File: src/rtl/frv_axi_pkg.sv
// rtl/frv_axi_pkg.sv - shared AXI4-Lite response codes, SRAM bridge states and window check
package frv_axi_pkg;

    localparam logic [1:0] AXI_RESP_OKAY   = 2'b00;
    localparam logic [1:0] AXI_RESP_SLVERR = 2'b10;

    typedef enum logic [2:0] {
        ST_IDLE     = 3'd0,
        ST_WR_HALF  = 3'd1,
        ST_WR_MEM   = 3'd2,
        ST_WR_RSP   = 3'd3,
        ST_RD_MEM   = 3'd4,
        ST_RD_LATCH = 3'd5,
        ST_RD_RSP   = 3'd6
    } frv_axi_state_t;

    // 33-bit compare so a window whose top is exactly 2^32 does not wrap.
    function automatic logic axi_in_range(
        input logic [31:0] addr,
        input logic [31:0] base,
        input logic [31:0] size
    );
        logic [32:0] a;
        logic [32:0] lo;
        logic [32:0] hi;
        a  = {1'b0, addr};
        lo = {1'b0, base};
        hi = lo + {1'b0, size};
        return (a >= lo) && (a < hi);
    endfunction

endpackage

File: src/rtl/frv_axi_sram.sv
// rtl/frv_axi_sram.sv - AXI4-Lite slave serialising one transaction at a time onto a
// single-port synchronous SRAM, with SLVERR for accesses outside the memory window.
module frv_axi_sram
    import frv_axi_pkg::*;
#(
    parameter logic [31:0] MEM_BASE    = 32'h8000_0000,
    parameter logic [31:0] MEM_SIZE    = 32'h0001_0000,
    parameter logic        WR_PRIORITY = 1'b1,
    localparam int         AW          = $clog2(MEM_SIZE / 4)
) (
    input  logic          g_clk,
    input  logic          g_resetn,
    input  logic          axi_awvalid,
    output logic          axi_awready,
    input  logic [31:0]   axi_awaddr,
    input  logic [2:0]    axi_awprot,
    input  logic          axi_wvalid,
    output logic          axi_wready,
    input  logic [31:0]   axi_wdata,
    input  logic [3:0]    axi_wstrb,
    output logic          axi_bvalid,
    input  logic          axi_bready,
    output logic [1:0]    axi_bresp,
    input  logic          axi_arvalid,
    output logic          axi_arready,
    input  logic [31:0]   axi_araddr,
    input  logic [2:0]    axi_arprot,
    output logic          axi_rvalid,
    input  logic          axi_rready,
    output logic [31:0]   axi_rdata,
    output logic [1:0]    axi_rresp,
    output logic          sram_cen,
    output logic          sram_wen,
    output logic [AW-1:0] sram_addr,
    output logic [31:0]   sram_wdata,
    output logic [3:0]    sram_wstrb,
    input  logic [31:0]   sram_rdata
);

    frv_axi_state_t state;

    logic        aw_got;
    logic        w_got;
    logic [31:0] awaddr_q;
    logic [31:0] wdata_q;
    logic [3:0]  wstrb_q;

    logic        is_idle;
    logic        is_half;
    logic        wr_pend;
    logic        wr_sel;
    logic        rd_sel;
    logic        aw_hs;
    logic        w_hs;
    logic        ar_hs;
    logic        wr_both;
    logic [31:0] wr_addr;
    logic [31:0] wr_data;
    logic [3:0]  wr_strb;
    logic        wr_ok;
    logic        rd_ok;
    logic [31:0] wr_off;
    logic [31:0] rd_off;
    logic        unused_ok;

    assign is_idle = (state == ST_IDLE);
    assign is_half = (state == ST_WR_HALF);

    assign wr_pend = axi_awvalid | axi_wvalid;
    assign wr_sel  = wr_pend & (WR_PRIORITY | ~axi_arvalid);
    assign rd_sel  = axi_arvalid & ~wr_sel;

    assign axi_awready = (is_idle & wr_sel) | (is_half & ~aw_got);
    assign axi_wready  = (is_idle & wr_sel) | (is_half & ~w_got);
    assign axi_arready = is_idle & rd_sel;

    assign aw_hs = axi_awvalid & axi_awready;
    assign w_hs  = axi_wvalid & axi_wready;
    assign ar_hs = axi_arvalid & axi_arready;

    // The half that completes this cycle is used directly so the SRAM cycle follows at once.
    assign wr_both = (aw_got | aw_hs) & (w_got | w_hs);
    assign wr_addr = aw_hs ? axi_awaddr : awaddr_q;
    assign wr_data = w_hs ? axi_wdata : wdata_q;
    assign wr_strb = w_hs ? axi_wstrb : wstrb_q;

    assign wr_ok  = axi_in_range(wr_addr, MEM_BASE, MEM_SIZE);
    assign rd_ok  = axi_in_range(axi_araddr, MEM_BASE, MEM_SIZE);
    assign wr_off = wr_addr - MEM_BASE;
    assign rd_off = axi_araddr - MEM_BASE;

    assign sram_cen   = (state == ST_WR_MEM) | (state == ST_RD_MEM);
    assign sram_wen   = (state == ST_WR_MEM);
    assign axi_bvalid = (state == ST_WR_RSP);
    assign axi_rvalid = (state == ST_RD_RSP);

    assign unused_ok = ^{axi_awprot, axi_arprot, wr_off[31:AW+2], wr_off[1:0],
                         rd_off[31:AW+2], rd_off[1:0]};

    always_ff @(posedge g_clk or negedge g_resetn) begin
        if (!g_resetn) begin
            state      <= ST_IDLE;
            aw_got     <= 1'b0;
            w_got      <= 1'b0;
            awaddr_q   <= '0;
            wdata_q    <= '0;
            wstrb_q    <= '0;
            axi_bresp  <= '0;
            axi_rresp  <= '0;
            axi_rdata  <= '0;
            sram_addr  <= '0;
            sram_wdata <= '0;
            sram_wstrb <= '0;
        end else begin
            if (aw_hs) begin
                aw_got   <= 1'b1;
                awaddr_q <= axi_awaddr;
            end
            if (w_hs) begin
                w_got   <= 1'b1;
                wdata_q <= axi_wdata;
                wstrb_q <= axi_wstrb;
            end
            case (state)
                ST_IDLE, ST_WR_HALF: begin
                    if (ar_hs) begin
                        if (rd_ok) begin
                            state     <= ST_RD_MEM;
                            sram_addr <= rd_off[AW+1:2];
                        end else begin
                            state     <= ST_RD_RSP;
                            axi_rdata <= '0;
                            axi_rresp <= AXI_RESP_SLVERR;
                        end
                    end else if (aw_hs || w_hs || is_half) begin
                        if (wr_both) begin
                            aw_got <= 1'b0;
                            w_got  <= 1'b0;
                            if (wr_ok) begin
                                state      <= ST_WR_MEM;
                                sram_addr  <= wr_off[AW+1:2];
                                sram_wdata <= wr_data;
                                sram_wstrb <= wr_strb;
                            end else begin
                                state     <= ST_WR_RSP;
                                axi_bresp <= AXI_RESP_SLVERR;
                            end
                        end else begin
                            state <= ST_WR_HALF;
                        end
                    end
                end
                ST_WR_MEM: begin
                    state     <= ST_WR_RSP;
                    axi_bresp <= AXI_RESP_OKAY;
                end
                ST_WR_RSP: begin
                    if (axi_bready) begin
                        state <= ST_IDLE;
                    end
                end
                ST_RD_MEM: begin
                    state <= ST_RD_LATCH;
                end
                ST_RD_LATCH: begin
                    state     <= ST_RD_RSP;
                    axi_rdata <= sram_rdata;
                    axi_rresp <= AXI_RESP_OKAY;
                end
                ST_RD_RSP: begin
                    if (axi_rready) begin
                        state <= ST_IDLE;
                    end
                end
                default: begin
                    state <= ST_IDLE;
                end
            endcase
        end
    end

endmodule
File: config.mk
export PLATFORM = sky130hd
export DESIGN_NAME = frv_axi_sram
export DESIGN_NICKNAME = d
export VERILOG_FILES = /design/src/rtl/frv_axi_pkg.sv /design/src/rtl/frv_axi_sram.sv
export SDC_FILE = /design/constraint.sdc
export NUM_CORES = 1
export LEC_CHECK = 0
export ABC_AREA = 1
export BUFFER_PORTS_ARGS = -buffer_cell sky130_fd_sc_hd__buf_2
export CAP_MARGIN = 20
export CELL_PAD_IN_SITES_DETAIL_PLACEMENT = 0
export CELL_PAD_IN_SITES_GLOBAL_PLACEMENT = 1
export CORE_ASPECT_RATIO = 1.1
export CORE_MARGIN = 5
export CORE_UTILIZATION = 39
export DETAILED_ROUTE_END_ITERATION = 10
export PLACE_DENSITY = 0.84
export SETUP_SLACK_MARGIN = 0.02
export SKIP_LAST_GASP = 1
export SLEW_MARGIN = 0
export SYNTH_ARGS = -nofsm -noshare
export SYNTH_HDL_FRONTEND = slang
export SYNTH_SLANG_ARGS = --single-unit
File: constraint.sdc
create_clock -name g_clk -period 5.25 [get_ports g_clk]
set_clock_uncertainty 0.2 [all_clocks]
set_input_delay 0.525 -clock g_clk [delete_from_list [all_inputs] [get_ports g_clk]]
set_output_delay 0.525 -clock g_clk [all_outputs]
set_load 0.02 [all_outputs]
==> impl_results.md, run 1 <==
- Final Util: 50.1%
- Vias in the first global route: between 5000 and 6000
- Fin crit share: 71.2%
- Setup crit start kind: flip-flop
- Dpl hpwl: 12.2 mm
- Buffers on Ports: 225
- Reg2reg setup slack: 1.51 ns
- Top-count cell post-synth: nand2_1
- Synth Register Bits: 155
- Root Driver: clkbuf_16
- Synthesized area: 6890 sq um
- Post-CTS sizing: 0
- First-pass GRT wire length: 28.5 mm
- Area leader, netlist: dfrtp_1
- Kind of critical path: flip-flop to flip-flop
- Starting Density: between 30% and 40%
- Synth top area share: 56.3%
- Setup TNS: 0 ns
- Most frequent cells after synthesis: nand2_1 (248), dfrtp_1 (155), inv_1 (124)
- Postcts setup bufs: 0
- CTS Buffer Depth: 2
- Routed via count: 5864
- Crit path largest cell delay: 0.58 ns
- CP Data Required Time: 5.40 ns
- Post-synthesis sequential area ratio: a little under three fifths
- Layout cells sized above 1: 29.9%
- CTS clk-pin slew, worst paths: around 0.06 ns
- R2r worst-path depth: 15
- Seq. cell area: 3880 sq um
- H-Tree Depth: 4
- Multi-input combinational cell area: 2300 sq um
- Final worst path period need: 3.74 ns
- GRT Util Overall: 17.6%
- Vias per inst: around 4.5
- Die height: roughly 150 um
- Initial antenna violation count: 1
- RSZ-0062 raised after global routing: false
- Yosys warns: 0
- Routed Antenna Nets: 0
- Unique masters post-synth: 28
- Clk sink count: 155
- Synth Flop Type: dfrtp_1
- R2r startpoint: state[2]$_DFFE_PN0P_
- Clock latency on the worst-skew pair: 0.41 ns
- First drt pass iteration count: 4
- Top cell by count, worst path: nand2_1
- Critical R2R Capture: sram_wdata[24]$_DFFE_PN0P_
- Post-synth EDFFs: 0
- CTS tree: done
- Row count: 51
- Worst Path Max Fanout: 39
- Fillers: 1776
- Max Cap Violations: 0
- Core outline area: about 18000 sq um
- Max-slew violations: 0
- IO Pins: about 240
- N_diodes: 0
- Hold Crit Class: primary input to async pin
- Largest net degree at the start of global routing: 95
- Pwr dens: 557 nW/um^2
- VDD IR max: 0.274 mV
- Synth area leaders: dfrtp_1 (56%), nand2_1 (14%), nand3_1 (7.6%)
- Final net count: 1188
- Fmax: about 0.27 GHz
- Routed wire length per instance: 13.8 um
- Die area: slightly above 20000 sq um
- GRT overflow: 0
- Ys async rst share: between 90% and 100%
- Drt total wl: about 18 mm
- CP max stage cell: inv_2
- Critical path endpoint category: flip-flop
- Worst slew pin tran: 0.992 ns
- Syn avg cell area: 8.27 sq um
- DR iter-0 viols: between 200 and 300
- Slew headroom: 33.5%
- Critical Path AT: 3.89 ns
- Leak: 4.90 nW
- GP Congestion: 0.765
- Inserted Clock Buffers: 17
- # hold bufs at CTS: 0
- Final Hold Viols: 0
- Area growth, synth to finish: 27.5%
- Die Wd: 137 um
- Crit path cell chain: nor2_4 > nand2_1 > o21ai_1 > nand2_1 > buf_4 > inv_2 > or2_2 > nand2_1 > inv_1 > nand2_1 > inv_2 > nand2_4 > nand2_1 > nand2_1 > inv_1
- Final setup fails: 0
- # DRC: 0
- Outcome: completed
- Gate Count Post-Synth: 833
## registers in the layout (all words and copies together) (netlist names)
name / flops
aw_got: 1
awaddr_q: 30
axi_bresp: 1
axi_rdata: 32
axi_rresp: 1
sram_addr: 14
sram_wdata: 32
sram_wstrb: 4
state: 3
w_got: 1
wdata_q: 32
wstrb_q: 4
## worst max-delay path: cells and delay by family (launching register included)
family,cells,cell delay [ns]
buffers and inverters,5,1.39
flip-flops,1,0.46
AO/OA/AOI/OAI,1,0.22
AND/OR/NAND/NOR,9,1.38
## placed cells by master (no fill, tap or decap), types with 3 or more instances in the layout
cell type / netlist / layout
clkbuf_16: 0 / 17
o21ai_0: 54 / 54
nor2_1: 21 / 20
dfrtp_1: 155 / 155
inv_6: 0 / 3
inv_2: 6 / 6
nor4_1: 5 / 5
nand2_1: 248 / 248
or2_2: 37 / 37
buf_2: 7 / 224
nor3_1: 4 / 4
bufinv_16: 0 / 4
buf_4: 6 / 7
nand2_4: 3 / 3
inv_1: 124 / 124
nand3_1: 105 / 105
o21ai_1: 16 / 15
## how the worst max path moves through the flow
| stage | end | from | cells past startpoint |
|---|---|---|---|
| 4_1_cts | sram_wdata[24]$_DFFE_PN0P_ | state[2]$_DFFE_PN0P_ | 15 |
| 2_1_floorplan | sram_wdata[12]$_DFFE_PN0P_ | axi_awvalid | 17 |
| 3_5_place_dp | sram_wdata[24]$_DFFE_PN0P_ | axi_awvalid | 17 |
| 6_report | sram_wdata[24]$_DFFE_PN0P_ | state[2]$_DFFE_PN0P_ | 15 |
| 3_3_place_gp | sram_wdata[17]$_DFFE_PN0P_ | axi_awvalid | 17 |
| 5_1_grt | sram_wdata[17]$_DFFE_PN0P_ | state[2]$_DFFE_PN0P_ | 15 |
## layer usage
metal,routed length [um],track usage [%],part of all wire [%],vias up
met4,127,4.08,0.71,2
met2,8310,28.0,46,187
met3,1600,6.11,8.9,9
met1,7870,23.3,44,2695
li1,-,-,-,2971
met5,7,0,0.039,-
## per-stage QoR
step / std cells / hold WS [ns] / area, sq um / total power, mW / setup slack, ns
finish: 1294 / 0.00210 / 8780 / 4.89 / 1.51
global route: 1294 / 0.0717 / 8780 / 5.27 / 0.985
CTS: 1294 / 0.0416 / 8780 / 4.96 / 1.35
detailed placement: 1262 / 0.256 / 8150 / 3.63 / 1.10
global placement: 1262 / 0.254 / 8150 / 3.59 / 1.12
floorplan: 834 / 0.0294 / 6890 / 3.09 / 2.67
## final cells by class
cell class,count,share of cell area [%]
clock buffers,19,5.04
clock inverters,13,2.15
inverters,131,5.60
multi-input cells,506,26.2
flip-flops and latches,155,44.2
well taps,238,3.39
repair buffers,232,13.5
## cells by family after synthesis
group	share of synthesized area [%]
and+or+nand+nor	27.8
other	0.0545
buffers and inverters	10.4
DFF	56.3
AOI/OAI and AO/OA	5.38
## report_power, final
part,leakage [nW],switching (mW),internal (mW)
Clock,0.304,0.498,0.814
Sequential,1.77,0.157,1.62
Combinational,2.82,1.19,0.611
Power figures use the tool's default switching activity.
==> inputs of run 2 (changes only) <==
--- a/config.mk
+++ b/config.mk
@@ -5,16 +5,16 @@
 export SDC_FILE = /design/constraint.sdc
 export NUM_CORES = 1
 export LEC_CHECK = 0
-export ABC_AREA = 1
+export ABC_AREA = 0
 export BUFFER_PORTS_ARGS = -buffer_cell sky130_fd_sc_hd__buf_2
 export CAP_MARGIN = 20
 export CELL_PAD_IN_SITES_DETAIL_PLACEMENT = 0
 export CELL_PAD_IN_SITES_GLOBAL_PLACEMENT = 1
 export CORE_ASPECT_RATIO = 1.1
 export CORE_MARGIN = 5
-export CORE_UTILIZATION = 39
+export CORE_UTILIZATION = 34
 export DETAILED_ROUTE_END_ITERATION = 10
-export PLACE_DENSITY = 0.84
+export PLACE_DENSITY = 0.75
 export SETUP_SLACK_MARGIN = 0.02
 export SKIP_LAST_GASP = 1
 export SLEW_MARGIN = 0
==> constraint.sdc (replaced) <==
create_clock -name g_clk -period 3.1 [get_ports g_clk]
set_clock_uncertainty 0.2 [all_clocks]
set_input_delay 0.31 -clock g_clk [delete_from_list [all_inputs] [get_ports g_clk]]
set_output_delay 0.31 -clock g_clk [all_outputs]
set_load 0.02 [all_outputs]
==> run 2 against run 1 <==
Non-clock buffer count up 108. Via count shrank 9.3%. Flip-flop and latch count unchanged. Combinational power is 44% higher. Critical endpoint is now sram_wdata[31]$_DFFE_PN0P_. Highest routed layer unchanged.
==> impl_results.md, run 2 <==
- Buffers on Ports: 225 (unchanged)
- IO Pins: 238 (unchanged)
- CTS Buffer Depth: 2 (unchanged)
- N_diodes: 0 (unchanged)
- Most frequent cells in the layout: buf_2 (224), nand2_1 (158), dfrtp_1 (155) (was nand2_1 (248), buf_2 (224), dfrtp_1 (155))
- Routed via count: 5316 (was 5864)
- Postcts setup bufs: 0 (unchanged)
- Met2 usage: 27.9% (was 28.0%)
- Drt total wl: 17.6 mm (was 17.9 mm)
- Top-count cell post-synth: nand2_1 (unchanged)
- Slew headroom: 51.4% (was 33.5%)
- Setup crit start kind: primary input (was flip-flop)
- Max-slew violations: 0 (unchanged)
- GR peak layer: met2 (unchanged)
- GRT Util Overall: 16.2% (was 17.6%)
- Met1 Track Usage GR: 20.1% (was 23.3%)
- Final Hold Viols: 0 (unchanged)
- Fillers: 1756 (was 1776)
- Seq. cell area: 3880 sq um (unchanged)
- Synth top area share: 59.7% (was 56.3%)
- Critical Path AT: 2.79 ns (was 3.89 ns)
- Syn avg cell area: 11.5 sq um (was 8.27 sq um)
- CTS tree: done (unchanged)
- Yosys warns: 0 (unchanged)
- Kind of critical path: primary input to flip-flop (was flip-flop to flip-flop)
- Leak: 4.94 nW (was 4.90 nW)
- Die Wd: 142 um (was 137 um)
- Dpl hpwl: 11.9 mm (was 12.2 mm)
- Largest net degree at the start of global routing: 79 (was 95)
- Final Util: 50.1% (about the same)
- RSZ-0062 raised after global routing: false (unchanged)
- CP Data Required Time: 3.20 ns (was 5.40 ns)
- Fmax: 0.372 GHz
- Clock latency on the worst-skew pair: 0.42 ns (was 0.41 ns)
- VDD IR max: 0.422 mV (was 0.274 mV)
- WP buf/inv: 2 (was 5)
- Ys async rst share: 100% (unchanged)
- Vias per inst: 4.61 (was 4.53)
- # hold bufs at CTS: 101 (was 0)
- CP max stage cell: dlygate4sd3_1 (was inv_2)
- Die area: 22000 sq um (was 20400 sq um)
- Commonest non-fill, non-tap cell in the layout: buf_2 (was nand2_1)
- Critical path endpoint category: flip-flop (unchanged)
- Clk sink count: 155 (unchanged)
- Synthesized area: 6490 sq um (was 6890 sq um)
- First-pass GRT wire length: 28.6 mm (was 28.5 mm)
- Starting Density: 34.2% (was 39.2%)
- Dpl cell area: 7890 sq um (was 8150 sq um)
- GRT overflow: 0 (unchanged)
- DR iter-0 viols: 203 (was 252)
- Crit path cell chain: dlygate4sd3_1 > buf_2 > or3b_4 > a21o_1 > mux2i_4 > nand2_4 > mux2_2 (was nor2_4 > nand2_1 > o21ai_1 > nand2_1 > buf_4 > inv_2 > or2_2 > nand2_1 > inv_1 > nand2_1 > inv_2 > nand2_4 > nand2_1 > nand2_1 > inv_1)
- Grt met3 use: 3.93% (was 6.11%)
- Largest regs: axi_rdata x32, sram_wdata x32, wdata_q x32 (unchanged)
- # DRC: 0 (unchanged)
- Area leader, netlist: dfrtp_1 (unchanged)
- Final setup fails: 0 (unchanged)
- Outcome: completed (unchanged)
- Synth area leaders: dfrtp_1 (60%), nand2_1 (9.1%), mux2_2 (8.2%) (was dfrtp_1 (56%), nand2_1 (14%), nand3_1 (7.6%))
- Synth Register Bits: 155 (unchanged)
- Die height: 155 um (was 149 um)
- CTS clk-pin slew, worst paths: 0.06 ns (about the same)
- Worst slew pin tran: 0.729 ns (was 0.992 ns)
- Core outline area: 19000 sq um (was 17500 sq um)
- Worst Path Max Fanout: 36 (was 39)
- Gate Count Post-Synth: 567 (was 833)
- Most frequent cells after synthesis: nand2_1 (158), dfrtp_1 (155), mux2_2 (47) (was nand2_1 (248), dfrtp_1 (155), inv_1 (124))
- Routed wire length per instance: 15.3 um (was 13.8 um)
- Post-synthesis sequential area ratio: 59.7% (was 56.3%)
- Unique masters post-synth: 32 (was 28)
- Area growth, synth to finish: 46.5% (was 27.5%)
- Inserted Clock Buffers: 17 (unchanged)
- Final worst path period need: about 2.7 ns
- Max Cap Violations: 0 (unchanged)
- GP Congestion: 0.749 (was 0.765)
- Setup TNS: 0 ns (unchanged)
- Row count: 53 (was 51)
- Initial antenna violation count: 1 (unchanged)
- Post-CTS sizing: 0 (unchanged)
- Multi-input combinational cell area: 2430 sq um (was 2300 sq um)
- Routed Antenna Nets: 0 (unchanged)
- Hold Crit Class: primary input to flip-flop (was primary input to async pin)
- Cell area after layout: 9510 sq um (was 8780 sq um)
- Top delay family on crit path: simple AND/OR/NAND/NOR gates (was buffers and inverters)
- First drt pass iteration count: 4 (unchanged)
- Final net count: 1037 (was 1188)
- Root Driver: clkbuf_16 (unchanged)
- Pwr dens: 823 nW/um^2 (was 557 nW/um^2)
- Power, Total: 7.83 mW (was 4.89 mW)
- Post-synth EDFFs: 0 (unchanged)
- Synth Flop Type: dfrtp_1 (unchanged)
- Crit path largest cell delay: 0.54 ns (was 0.58 ns)
- Vias in the first global route: 5641 (was 5803)
- Fin crit share: 86.7%
- H-Tree Depth: 4 (unchanged)
- Layout cells sized above 1: 39.4% (was 29.9%)
==> run 2: cell count changes in the layout (fill, tap and decap cells not counted), sizes merged, moves of 14 or more <==
cell	change
a31oi	+14
dlygate4sd3	+101
inv	-123
mux2	+87
nand2	-94
nand3	-104
o21ai	-29
or2	-37
==> run 2: worst paths after layout <==
check	cells past startpoint	slack [ns]	start	endpoint
setup / recovery	7	0.41	axi_awvalid	sram_wdata[31]$_DFFE_PN0P_
hold / removal	2	0.02	axi_wvalid	aw_got$_DFF_PN0_
setup reg to reg	5	0.49	state[1]$_DFFE_PN0P_	sram_wdata[6]$_DFFE_PN0P_
hold reg to reg	2	0.27	awaddr_q[6]$_DFF_PN0_	awaddr_q[6]$_DFF_PN0_
max in group asynchronous	3	1.63	g_resetn	w_got$_DFF_PN0_
min in group asynchronous	2	0.26	g_resetn	sram_wdata[12]$_DFFE_PN0P_
==> run 2: logic make-up (layout without fill, tap and decap cells) <==
| group | count (synthesis) | count (layout) | synth area share (%) |
|---|---|---|---|
| and+or+nand+nor | 211 | 211 | 13.5 |
| xor gates and xnor gates | 1 | 1 | 0.135 |
| muxes | 88 | 88 | 17.4 |
| AOI/OAI and AO/OA | 73 | 73 | 6.19 |
| DFF | 155 | 155 | 59.7 |
| buffers and inverters | 38 | 375 | 3.01 |
| other | 1 | 2 | 0.0578 |
==> run 2: area by class of cell <==
| type | instances | area share (%) |
|---|---|---|
| Timing Repair Buffer | 340 | 23.9 |
| Multi-Input combinational cell | 375 | 25.6 |
| Clock inverter | 14 | 1.87 |
| Tap cell | 247 | 3.25 |
| Sequential cell | 155 | 40.8 |
| Clock buffer | 18 | 4.51 |
| Inverter | 3 | 0.118 |
==> run 2: where the power goes <==
group	internal, mW	switching, mW
clock network	1.22	0.912
registers	2.76	0.329
logic	1.11	1.50
==> run 2: per-layer routing <==
metal	vias up	share of wire, %	wire length, um
li1	2565	-	-
met1	2593	42	7420
met2	131	51	8970
met3	25	4.8	852
met4	2	2.0	357
met5	-	0.074	13
==> run 2: through the flow <==
| stage | instances | hold WS (ns) | worst slack (ns) |
|---|---|---|---|
| after global placement | 1019 | 0.185 | 0.484 |
| after detailed placement | 1019 | 0.187 | 0.471 |
| after global routing | 1152 | 0.0179 | 0.298 |
| after floorplan | 568 | -0.186 | 0.666 |
| final | 1152 | 0.0189 | 0.413 |
| after CTS | 1152 | 0.000401 | 0.390 |
